$ cat src/rtl/p_status_reg.sv
// 6502 processor status register (P).
// Captures ALU flags under control-unit enables, services CLC/SEC/CLI/SEI/
// CLD/SED/CLV, BIT and PLP/RTI pulls, sets I on interrupt entry, formats the
// push byte and keeps an IRQ mask that lags I by one instruction boundary.
// Optional build macro CMOS_DCLR_EN: interrupt entry also clears D (65C02).
module p_status_reg #(
    parameter logic [7:0] RESET_P = 8'h04
) (
    input  logic       clk,
    input  logic       rst,
    input  logic       alu_n,
    input  logic       alu_v,
    input  logic       alu_z,
    input  logic       alu_co,
    input  logic       upd_nz,
    input  logic       upd_c,
    input  logic       upd_v,
    input  logic       bit_op,
    input  logic [2:0] flag_op,
    input  logic       pull,
    input  logic [7:0] db_in,
    input  logic       int_entry,
    input  logic       sync,
    input  logic       brk_push,
    output logic [7:0] p_out,
    output logic       n_flag,
    output logic       v_flag,
    output logic       d_flag,
    output logic       i_flag,
    output logic       z_flag,
    output logic       c_flag,
    output logic       irq_mask
);

    localparam logic [2:0] OP_CLC = 3'b001;
    localparam logic [2:0] OP_SEC = 3'b010;
    localparam logic [2:0] OP_CLI = 3'b011;
    localparam logic [2:0] OP_SEI = 3'b100;
    localparam logic [2:0] OP_CLD = 3'b101;
    localparam logic [2:0] OP_SED = 3'b110;
    localparam logic [2:0] OP_CLV = 3'b111;

    logic n_q, v_q, d_q, i_q, z_q, c_q, irq_mask_q;
    logic n_d, v_d, d_d, i_d, z_d, c_d, irq_mask_d;

    // Next-flag selection; each flag walks its own priority chain so that
    // independent enables on different flags all take effect in one cycle.
    always_comb begin
        n_d        = n_q;
        v_d        = v_q;
        d_d        = d_q;
        i_d        = i_q;
        z_d        = z_q;
        c_d        = c_q;
        irq_mask_d = irq_mask_q;

        if (pull) begin
            n_d = db_in[7];
        end else if (bit_op) begin
            n_d = db_in[7];
        end else if (upd_nz) begin
            n_d = alu_n;
        end

        if (pull) begin
            v_d = db_in[6];
        end else if (flag_op == OP_CLV) begin
            v_d = 1'b0;
        end else if (bit_op) begin
            v_d = db_in[6];
        end else if (upd_v) begin
            v_d = alu_v;
        end

        if (pull) begin
            d_d = db_in[3];
`ifdef CMOS_DCLR_EN
        end else if (int_entry) begin
            d_d = 1'b0;
`endif
        end else if (flag_op == OP_CLD) begin
            d_d = 1'b0;
        end else if (flag_op == OP_SED) begin
            d_d = 1'b1;
        end

        if (pull) begin
            i_d = db_in[2];
        end else if (int_entry) begin
            i_d = 1'b1;
        end else if (flag_op == OP_CLI) begin
            i_d = 1'b0;
        end else if (flag_op == OP_SEI) begin
            i_d = 1'b1;
        end

        if (pull) begin
            z_d = db_in[1];
        end else if (bit_op || upd_nz) begin
            z_d = alu_z;
        end

        if (pull) begin
            c_d = db_in[0];
        end else if (flag_op == OP_CLC) begin
            c_d = 1'b0;
        end else if (flag_op == OP_SEC) begin
            c_d = 1'b1;
        end else if (upd_c) begin
            c_d = alu_co;
        end

        // The mask samples the pre-update I, so an I change lands one
        // instruction later in IRQ arbitration.
        if (sync) begin
            irq_mask_d = i_q;
        end
    end

    // Flag and mask registers with asynchronous reset.
    always_ff @(posedge clk or posedge rst) begin
        if (rst) begin
            n_q        <= RESET_P[7];
            v_q        <= RESET_P[6];
            d_q        <= RESET_P[3];
            i_q        <= RESET_P[2];
            z_q        <= RESET_P[1];
            c_q        <= RESET_P[0];
            irq_mask_q <= 1'b1;
        end else begin
            n_q        <= n_d;
            v_q        <= v_d;
            d_q        <= d_d;
            i_q        <= i_d;
            z_q        <= z_d;
            c_q        <= c_d;
            irq_mask_q <= irq_mask_d;
        end
    end

    assign p_out    = {n_q, v_q, 1'b1, brk_push, d_q, i_q, z_q, c_q};
    assign n_flag   = n_q;
    assign v_flag   = v_q;
    assign d_flag   = d_q;
    assign i_flag   = i_q;
    assign z_flag   = z_q;
    assign c_flag   = c_q;
    assign irq_mask = irq_mask_q;

endmodule
$ cat config.mk
export PLATFORM = sky130hd
export DESIGN_NAME = p_status_reg
export DESIGN_NICKNAME = d
export VERILOG_FILES = /design/src/rtl/p_status_reg.sv
export SDC_FILE = /design/constraint.sdc
export NUM_CORES = 1
export LEC_CHECK = 0
export ABC_AREA = 1
export ABC_CLOCK_PERIOD_IN_PS = 800
export CAP_MARGIN = 20
export CORE_MARGIN = 1
export CORE_UTILIZATION = 28
export CTS_CLUSTER_SIZE = 24
export DETAILED_ROUTE_END_ITERATION = 10
export PLACE_DENSITY = 0.82
export SLEW_MARGIN = 20
export SYNTH_ARGS = -nofsm -noshare
export SYNTH_HDL_FRONTEND = slang
export SYNTH_SLANG_ARGS = --single-unit
$ cat constraint.sdc
create_clock -name clk -period 0.8 [get_ports clk]
set_input_delay 0.24 -clock clk [delete_from_list [all_inputs] [get_ports clk]]
set_output_delay 0.24 -clock clk [all_outputs]
set_load 0.01 [all_outputs]
Word-level counts from Yosys, hierarchy flattened
Index checks and enable logic that the tools add are counted.
- register bits after elaboration: 7
- RAM bits: 0
- memory bits (read-only): 0
- memories kept: 0
- input bits: 25
- output and inout bits: 15
- word-level logic and storage cells: 41
- bits in latches: 0
- equal/unequal tests: 7
- muxes and demuxes: 20
- shifts and indexed selects: 0
- $lt $le $gt $ge: 0
- bitwise operators: 0
- reduce and logical (&&, ||, !) cells: 7
- $add $sub $neg: 0
- div/mod/pow operators: 0
- multiply operators: 0
- operators with widths (operator ; count):
    $mux 1 ; 20
    $eq 3x3->1 const B ; 4
    $reduce_bool 4->1 ; 3
    $eq 3x2->1 const B ; 2
    $reduce_bool 3->1 ; 2
    $eq 3x1->1 const B ; 1
    $reduce_bool 2->1 ; 1
    $logic_or 1x1->1 ; 1

Depth between registers and ports, before layout
Gate-level depths: netlist of run 1.
- word-level depth: 5
- depth in mapped cells: 6
- mapped depth without buffers: 6

Worst setup path before layout of run 1
No wires, ideal clock.
- path type: register to output
- start point: register i_q, in the netlist i_flag
- end point: output port p_out[2]
- cell stages (with the launch flop): 2
- data arrival time: 661 ps
- path slack: -101 ps
- buffers on the path: 1
- data required time: 560 ps
- cell sequence: dfstp_2 -> buf_4
- RTL lines (element ; line ; text):
    start, declared ; 43 ; logic n_q, v_q, d_q, i_q, z_q, c_q, irq_mask_q;
    start signal, assigned ; 126 ; i_q <= RESET_P[2];
    start signal, assigned ; 134 ; i_q <= i_d;
    end, declared ; 25 ; output logic [7:0] p_out,
No word-level cell between the ends.

Worst setup path in the final report of run 1
- start point: register i_q, in the netlist i_flag
- end point: output port i_flag
- RTL lines (element ; line ; text):
    end, declared ; 29 ; output logic i_flag,
No word-level cell between the ends.

==> results of run 1 <==
-- registers in the layout (all words and copies together) (netlist names) --
register and count:
i_flag 1, irq_mask 1, v_flag 1, z_flag 1, d_flag 1, n_flag 1, c_flag 1
-- per-layer routing --
| layer | global-route usage, % | routed length (um) | vias up |
|---|---|---|---|
| met5 | 0 | 0 | - |
| met2 | 29.85 | 697 | 25 |
| met3 | 4.167 | 98 | 3 |
| met1 | 15.46 | 469 | 242 |
| met4 | 9.375 | 27 | 0 |
| li1 | - | - | 285 |
-- worst max path at each step --
| stage | slack (ps) | cells after the start | to | from |
|---|---|---|---|---|
| CTS | -370 | 1 | i_flag | i_flag$_DFFE_PP1P_ |
| global placement | -490 | 5 | v_flag$_DFFE_PP0P_ | pull |
| floorplan | -90 | 1 | p_out[2] | i_flag$_DFFE_PP1P_ |
| detailed placement | -540 | 5 | v_flag$_DFFE_PP0P_ | pull |
| finish | -360 | 1 | i_flag | i_flag$_DFFE_PP1P_ |
| global route | -390 | 1 | i_flag | i_flag$_DFFE_PP1P_ |
-- final cells by class --
| class | count | area [um2] | share of cell area, % |
|---|---|---|---|
| clock buffers | 4 | 26.28 | 3.120 |
| inverters | 13 | 48.80 | 5.795 |
| multi-input cells | 44 | 224.0 | 26.60 |
| flip-flops and latches | 7 | 177.7 | 21.10 |
| well taps | 16 | 20.02 | 2.377 |
| repair buffers | 41 | 345.3 | 41.01 |
-- cell usage after synthesis, drive strengths merged --
| master | number | area share (%) |
|---|---|---|
| a21oi | 1 | 1.0 |
| buf | 8 | 12 |
| conb | 1 | 0.77 |
| dfrtp | 5 | 26 |
| dfstp | 2 | 11 |
| inv | 13 | 10 |
| nand2 | 17 | 13 |
| nand3 | 11 | 11 |
| nor2 | 9 | 7.5 |
| nor3 | 1 | 1.0 |
| o211ai | 1 | 2.6 |
| o21ai | 2 | 2.1 |
| or2 | 1 | 1.3 |
-- timing repair --
action	4_1_cts	5_1_grt
hold buffers	0	0
endpoints found under the setup margin	19	19
setup buffers	3	0
pin swaps	5	7
resized for setup	70	8
-- cell families (layout without fill, tap and decap cells) --
logic type / after synthesis / count (layout)
AO/OA/AOI/OAI: 4 / 4
buffers and inverters: 21 / 58
flip-flops: 7 / 7
other: 1 / 1
AND/OR/NAND/NOR: 39 / 39
-- through the flow --
step | std cells | worst slack [ps]
2_1_floorplan | 72 | -93.22
3_3_place_gp | 118 | -494.5
3_5_place_dp | 118 | -544.5
4_1_cts | 125 | -367.6
5_1_grt | 125 | -386.3
6_report | 125 | -360.7
-- cells in the final DEF, fill, tap and decap left out --
cell,synthesis,routed
nand3_2,0,2
nor2_2,1,1
nor3_2,0,1
o21ai_0,1,1
clkbuf_4,0,3
inv_2,0,3
clkbuf_2,0,1
buf_2,0,9
clkdlybuf4s50_1,0,11
dlymetal6s2s_1,0,2
or2_1,1,1
dfstp_2,2,2
nand2_1,17,17
nand3_1,11,9
inv_1,13,10
o21ai_1,1,1
conb_1,1,1
buf_4,8,7
buf_6,0,4
nor2_1,8,7
clkdlybuf4s15_1,0,1
dlygate4sd2_1,0,6
dfrtp_1,5,5
nor2_4,0,1
clkbuf_1,0,1
o211ai_2,1,1
a21oi_2,0,1
-- power by group through the flow --
stage	registers (mW)	clock network, mW	logic, mW
floorplan	0.440	0	0.158
global placement	0.423	0	0.388
detailed placement	0.424	0	0.397
CTS	0.421	0.348	0.373
global route	0.425	0.361	0.412
finish	0.421	0.333	0.375
==> flow_summary.yaml, run 1 <==
die:
  die_y_um: 43.59
  start_util_pct: 31.06
  die_x_um: 43.59
  io_pins: 40
  rows: 14
  design.die.area_um2: 1900
  coreArea_um2: 1559
min_path:
  hp-class: "in2async"
worst_setup_path:
  critPathBufInv: 1
  path_delay_family: "flip-flops"
  crit_required_ps: 560
  crit_path_start_kind: "flip-flop"
  cp_data_arrival_time_ps: 920
  cp_max_fo: 3
  worstPathCellList: "buf_6"
  r2r_slack_ps: -200
  setup.worst_path.class: "reg2out"
  max_stage_delay_ps: 560
  r2r-end: "i_flag$_DFFE_PP1P_"
  cp_slowest_cell: "dfstp_2"
  r2r_start: "i_flag$_DFFE_PP1P_"
  crit_path_end_kind: "output port"
  reg2regPathDepth: 5
clock_network:
  cts_tree: "done"
  cts_buffer_depth: 2
  cts_root_buffer: "clkbuf_4"
  cts.clk_slew.worst_paths_ps: 50
  h-tree-depth: 1
  worstSkewPairLatency_ps: 260
  numClockSinks: 7
  cts_made_buffers: 3
status:
  outcome: "complete, but fails checks"
  violations: "DRC, setup timing"
synthesis:
  ys_seq_area_share_pct: 36.69
  synthSimpleGateAreaFrac_pct: 34.37
  synth.avg_cell_area_um2: 6.725
  ys_ff_latch: 7
  syn_nets: 97
  synth_mux_area_share_pct: 0
  synth-adder-area-share_pct: 0
  synth_area_um2: 484.2
  synth_cell_types: 15
  synth_top_family_by_area: "simple AND/OR/NAND/NOR gates"
  synthCells: 72
  yosys_warnings: 0
  synth_compound_area_share_pct: 5.685
  synth_xor_area_share_pct: 0
finish:
  fin_util_pct: 54.01
  drive_gt1_share_pct: 33.03
  antennaDiodeCount: 0
  num-fill-cells: 158
  finalInstanceArea_um2: 842.1
  layout.nets: 135
  areaGrowthSynthToFinish_pct: 73.90
routing:
  drtIter0Drc: 9
  drc_errors: 4
  ant_nets: 0
  first_pass_iters: 7
  wire_per_inst_um: 10.34
  drt-total-wl_um: 1292
  dr_total_vias: 555
  viasPerCell: 4.440
power:
  p_comb_share_pct: 33.2
  clockPowerShare_pct: 29.5
  p_per_area_nw_per_um2: 1341
  totalPowerFinal_mw: 1.129
  netSwitchingPower_mw: 0.3356
  p_leak_nw: 0.4633
  seq_power_share_pct: 37.3
  vdd_drop_max_mv: 0.6386
  switching_share_pct: 29.72
  p_int_mw: 0.7933
sta:
  finalClockSkew_ps: 0.04033
  hold_viol: 0
  timing.fmax_ghz: 0.8615
  setup_viol: 15
  rsz0062_at_grt: "yes"
  whs_ps: 164.4
  final.setup.worst_slack_ps: -360.7
  fin_crit_ps: 1161
  post-route-period-util_pct: 145.1
  tns_ps: -3614
  drv_slew: 0
global_routing:
  overflow: 0
  antenna_found_initial: 0
  grt_pass1_wl_um: 2180
  grt_max_degree: 7
  track_usage_pct: 15.98
  grt_pass1_vias: 556
place:
  dpl.hpwl_um: 999.3
  placed_area_um2: 814.5
  port_buffers: 34
  place.gp.congestion: 0.7400
job:
  cap_violations: 0
Power figures use the tool's default switching activity.
==> inputs of run 2 (changes only) <==
- CAP_MARGIN: 20 -> default
==> results of run 2 <==
Final layout, timing and power as in run 1 (identical DEF).
